**src/rtl/mul_arbiter.sv**
```systemverilog
// Two-port round-robin front end for a shared iterative multiplier.
// One operation in flight: IDLE accepts, RUN drives the multiplier, RESP holds the result.
module mul_arbiter #(
    parameter int TAG_W   = 4,
    parameter int TIMEOUT = 63
) (
    input  logic                  mul_clk,
    input  logic                  reset,
    input  logic [1:0]            req_valid,
    output logic [1:0]            req_ready,
    input  logic [1:0]            req_signed,
    input  logic [1:0][31:0]      req_x,
    input  logic [1:0][31:0]      req_y,
    input  logic [1:0][TAG_W-1:0] req_tag,
    output logic                  rsp_valid,
    input  logic                  rsp_ready,
    output logic                  rsp_port,
    output logic [TAG_W-1:0]      rsp_tag,
    output logic [63:0]           rsp_result,
    output logic                  rsp_err,
    output logic                  mul_run,
    output logic                  mul_signed,
    output logic [31:0]           mul_x,
    output logic [31:0]           mul_y,
    input  logic [63:0]           mul_result,
    input  logic                  mul_complete
);

    localparam int CNT_W = (TIMEOUT < 2) ? 1 : $clog2(TIMEOUT + 1);

    typedef enum logic [1:0] {
        S_IDLE = 2'd0,
        S_RUN  = 2'd1,
        S_RESP = 2'd2
    } state_t;

    state_t           state_q;
    logic             prio_q;
    logic [CNT_W-1:0] cnt_q;
    logic             op_port_q;
    logic [TAG_W-1:0] op_tag_q;

    logic             mul_run_q;
    logic             mul_signed_q;
    logic [31:0]      mul_x_q;
    logic [31:0]      mul_y_q;

    logic             rsp_valid_q;
    logic             rsp_port_q;
    logic [TAG_W-1:0] rsp_tag_q;
    logic [63:0]      rsp_result_q;
    logic             rsp_err_q;

    logic             grant_d;
    logic             timeout_d;

    // NOTE: every always_comb output gets a default before any branch so no latch is inferred.
    always_comb begin
        grant_d   = 1'b0;
        req_ready = 2'b00;
        if (req_valid == 2'b11) begin
            grant_d = prio_q;
        end else begin
            grant_d = req_valid[1];
        end
        if (state_q == S_IDLE && !reset && req_valid != 2'b00) begin
            req_ready = grant_d ? 2'b10 : 2'b01;
        end
    end

    assign timeout_d = (cnt_q == CNT_W'(TIMEOUT - 1));

    // NOTE: sequential state uses non-blocking assignments so all registers update from pre-edge values.
    always_ff @(posedge mul_clk) begin
        if (reset) begin
            state_q      <= S_IDLE;
            prio_q       <= 1'b0;
            cnt_q        <= '0;
            op_port_q    <= 1'b0;
            op_tag_q     <= '0;
            mul_run_q    <= 1'b0;
            mul_signed_q <= 1'b0;
            mul_x_q      <= '0;
            mul_y_q      <= '0;
            rsp_valid_q  <= 1'b0;
            rsp_port_q   <= 1'b0;
            rsp_tag_q    <= '0;
            rsp_result_q <= '0;
            rsp_err_q    <= 1'b0;
        end else begin
            case (state_q)
                S_IDLE: begin
                    if (req_valid != 2'b00) begin
                        op_port_q    <= grant_d;
                        op_tag_q     <= req_tag[grant_d];
                        mul_signed_q <= req_signed[grant_d];
                        mul_x_q      <= req_x[grant_d];
                        mul_y_q      <= req_y[grant_d];
                        mul_run_q    <= 1'b1;
                        prio_q       <= ~grant_d;
                        cnt_q        <= '0;
                        state_q      <= S_RUN;
                    end
                end
                S_RUN: begin
                    if (mul_complete || timeout_d) begin
                        // Completion wins over a coincident timeout.
                        rsp_result_q <= mul_complete ? mul_result : 64'd0;
                        rsp_err_q    <= ~mul_complete;
                        rsp_port_q   <= op_port_q;
                        rsp_tag_q    <= op_tag_q;
                        rsp_valid_q  <= 1'b1;
                        mul_run_q    <= 1'b0;
                        mul_signed_q <= 1'b0;
                        mul_x_q      <= '0;
                        mul_y_q      <= '0;
                        state_q      <= S_RESP;
                    end else begin
                        cnt_q <= cnt_q + 1'b1;
                    end
                end
                S_RESP: begin
                    if (rsp_ready) begin
                        rsp_valid_q <= 1'b0;
                        state_q     <= S_IDLE;
                    end
                end
                default: begin
                    state_q <= S_IDLE;
                end
            endcase
        end
    end

    assign mul_run    = mul_run_q;
    assign mul_signed = mul_signed_q;
    assign mul_x      = mul_x_q;
    assign mul_y      = mul_y_q;
    assign rsp_valid  = rsp_valid_q;
    assign rsp_port   = rsp_port_q;
    assign rsp_tag    = rsp_tag_q;
    assign rsp_result = rsp_result_q;
    assign rsp_err    = rsp_err_q;

    a_ready_onehot: assert property (@(posedge mul_clk) disable iff (reset)
        $onehot0(req_ready));
    a_run_in_run: assert property (@(posedge mul_clk) disable iff (reset)
        mul_run_q |-> state_q == S_RUN);
    a_rsp_in_resp: assert property (@(posedge mul_clk) disable iff (reset)
        rsp_valid_q |-> state_q == S_RESP);

endmodule
```
**config.mk**
```make
export PLATFORM = sky130hd
export DESIGN_NAME = mul_arbiter
export DESIGN_NICKNAME = d
export VERILOG_FILES = /design/src/rtl/mul_arbiter.sv
export SDC_FILE = /design/constraint.sdc
export NUM_CORES = 1
export LEC_CHECK = 0
export BUFFER_PORTS_ARGS = -buffer_cell sky130_fd_sc_hd__buf_4
export CORE_AREA = 3 3 134 136
export DETAILED_ROUTE_END_ITERATION = 8
export DIE_AREA = 0 0 137 139
export HOLD_SLACK_MARGIN = 0.15
export PLACE_DENSITY = 0.73
export SLEW_MARGIN = 20
export SYNTH_ARGS = -nofsm -noshare
export SYNTH_HDL_FRONTEND = slang
export SYNTH_SLANG_ARGS = --single-unit
```
**constraint.sdc**
```tcl
create_clock -name mul_clk -period 4.3 [get_ports mul_clk]
set_input_delay 0.86 -clock mul_clk [delete_from_list [all_inputs] [get_ports mul_clk]]
set_output_delay 0.86 -clock mul_clk [all_outputs]
set_load 0.02 [all_outputs]
```
==> impl_metrics.csv <==
group,metric,value,unit
hold_path,hold_path_class,"reg2reg",
grt,grt_max_degree,71,
run,maxCapViolations,0,
clock_tree,cts_root_buf,"clkbuf_16",
routing,ant_nets,0,
finish,final_net_count,1016,
finish,nFillCells,1585,
power,switching_share,27.32,%
floorplanning,die_h,139,um
routing,drt_first_pass_iters,4,
critical_path,critical_path.startpoint_type,"input port",
power,clkPwrFrac,39.5,%
synthesis,synthArstFlopShare,0,%
finish,diodes,0,
critical_path,path_cells,"buf_4, inv_1, and4_1, buf_4",
clock_tree,cts_buffers,17,
floorplanning,initial_core_util,32.79,%
clock_tree,htree_levels,4,
placed_design,hpwl,12.92,mm
synthesis,synth.net_count,686,
critical_path,crit_slowest_cell,"inv_1",
synthesis,synthAdderAreaFrac,0.4474,%
synthesis,yosys-top-cells-area,"dfxtp_1 54%, mux2i_1 12%, a22o_1 10%",
synthesis,synthFlopType,"dfxtp_1",
critical_path,required,3.44,ns
routing,vias_per_cell,4.877,
synthesis,yosys.area_share.simple,4.251,%
clock_tree,hold_buffers,0,
grt,grt_pass1_vias,5042,
power,power.leakage,0.004019,uW
placed_design,globalplace.congestion,0.7706,
grt,grt_pass1_wl,26.13,mm
power,pwr-share-comb,18.8,%
grt,grt_use_total,17.32,%
power,intPower,2729,uW
floorplanning,ios,347,
finish,areaGrowthSynthToFinish,59.87,%
routing,drt-total-wl,17.61,mm
timing,period_share,66.22,%
timing,skew,0.01502,ns
synthesis,synth.top_cell.area_share,54.05,%
routing,dr_total_vias,5092,
grt,overflow,0,
floorplanning,die_w,137,um
timing,slew_headroom,51.14,%
synthesis,synth_top_family_by_area,"compound AO/OA/AOI/OAI gates",
synthesis,ys_types,36,
timing,finalSetupViolations,0,
synthesis,synth_mux_area_share,11.63,%
timing,whs,0.4593,ns
timing,timing.fmax,351.2,MHz
timing,fin_tns_setup,0,ns
synthesis,synth-seq-cells,151,
timing,hold_viol,0,
routing,first_iter_violations,195,
floorplanning,row_count,48,
synthesis,syn_avg_cell_area,11.75,sq um
clock_tree,cts-resized-gates,0,
finish,drive_above_1_share,48.84,%
timing,worst_pin_slew,0.7329,ns
synthesis,ys_seq_area_share,54.05,%
clock_tree,cts_tree,"yes",
outcome,status,"finished clean",
critical_path,crit_fanout,18,
floorplanning,dieArea,19040,sq um
synthesis,synth_area,5593,sq um
synthesis,yosysTopAreaCell,"dfxtp_1",
clock_tree,post_cts_buffers,0,
timing,rsz0062_at_grt,"false",
clock_tree,cts_max_path_buffers,2,
routing,wl_per_cell,16.87,um
synthesis,synth_warnings,0,
critical_path,worst-setup-path-type,"in2out",
timing,slew_viol_final,0,
power,pwr-share-seq,41.7,%
timing,post-route-min-period,2.847,ns
synthesis,syn_inst,476,
grt,antenna_found_initial,0,
critical_path,path_common_cell,"buf_4",
clock_tree,clkTransAtPathRegs,0.06,ns
power,vdd_drop_max,0.2486,mV
critical_path,max_stage_delay,0.40,ns
synthesis,synth_compound_area_share,25.28,%
power,power_density,420.0,nW/um^2
power,switchingPower,1026,uW
synthesis,synth-edff-count,0,
clock_tree,clock_latency,0.42,ns
critical_path,worstSetupEndpointType,"output port",
placed_design,port-buffer-count,346,
routing,route.detailed.drc,0,
synthesis,synth-xor-area-share,0,%
clock_tree,cts.sink_count,151,
floorplanning,core_area,17060,sq um
critical_path,arrival,1.99,ns
## cell type report
class	instances	area, sq um	area share [%]
repair buffers	353	2675	29.92
well taps	225	281.5	3.149
flip-flops and latches	151	3023	33.81
clock inverters	13	146.4	1.637
clock buffers	19	442.9	4.954
multi-input cells	280	2361	26.41
inverters	3	11.26	0.1259
## synth_stat cells, drive strengths merged, types with 2 or more instances
cell type  number
dfxtp         151
a22o           65
mux2i          65
o2bb2ai        65
buf            30
nand2          16
a21oi          13
clkbuf         12
o21ai           7
nand3b          5
a31o            4
a32oi           4
nand3           4
nand4           4
nor2            4
o211ai          4
a211oi          3
inv             3
or2             3
ha              2
nor3b           2
o21a            2
## cells by family after synthesis
kind of cell    Yosys count
compound gates          170
fa+ha+maj                 2
buf+inv                  45
flops                   151
mux                      65
simple gates             43
## sequential cells by signal (all words and copies together) (netlist names)
name and count:
op_port_q 1, mul_y 32, op_tag_q 4, rsp_valid 1, mul_x 32, mul_run 1
cnt_q 6, rsp_err 1, prio_q 1, rsp_port 1, state_q 2, rsp_tag 4
mul_signed 1, rsp_result 64
## worst paths after layout
check        startpoint           end  slack (ns)  depth (start not counted)
max               reset  req_ready[0]        1.45                          4
min          rsp_tag[3]    rsp_tag[3]        0.46                          2
max reg2reg    cnt_q[0]     mul_y[31]        2.19                          7
min reg2reg  rsp_tag[3]    rsp_tag[3]        0.46                          2
## critical path: cells and delay by family
| family | cells | cell delay [ns] |
|---|---|---|
| buffers and inverters | 3 | 0.75 |
| AND/OR/NAND/NOR | 1 | 0.37 |
## cell usage in the layout, fill, tap and decap left out, types with 4 or more instances in the layout
master / Yosys / final
buf_4: 0 / 351
a21oi_1: 13 / 12
o21ai_0: 7 / 7
mux2i_1: 65 / 65
clkinvlp_4: 0 / 5
dfxtp_1: 151 / 151
a22o_1: 65 / 65
o211ai_1: 4 / 4
nand3b_1: 5 / 5
clkbuf_16: 0 / 17
nand2_1: 16 / 15
a32oi_1: 4 / 4
nand4_1: 4 / 4
o2bb2ai_1: 65 / 65
a31o_2: 4 / 4
## power groups by stage
stage               Sequential, uW  Clock, uW  Combinational, uW
floorplan                     1710          0                232
global placement              1590          0                708
detailed placement            1590          0                717
CTS                           1570       1520                717
global route                  1580       1570                753
finish                        1560       1480                707
## stage by stage
stage | utilization (%) | std cells | setup WS (ns) | instance area, sq um | total power (uW)
floorplan | - | 476 | 1.657 | 5593 | 1940
CTS | 52.42 | 1044 | 1.461 | 8941 | 3802
detailed placement | 48.97 | 1012 | 1.476 | 8352 | 2309
finish | 52.42 | 1044 | 1.453 | 8941 | 3755
global placement | 48.85 | 1011 | 1.473 | 8332 | 2299
global route | 52.42 | 1044 | 1.365 | 8941 | 3903
## layer usage
metal	track usage (%)	vias to the layer above	share of wire, %	routed length, um
met4	6.355	0	1.8	318
met2	28.89	231	49	8581
met1	19.69	2357	39	6872
met5	0	-	0	0
met3	7.184	24	10	1838
li1	-	2480	-	-
No activity file was read; power rests on OpenSTA's default activity.
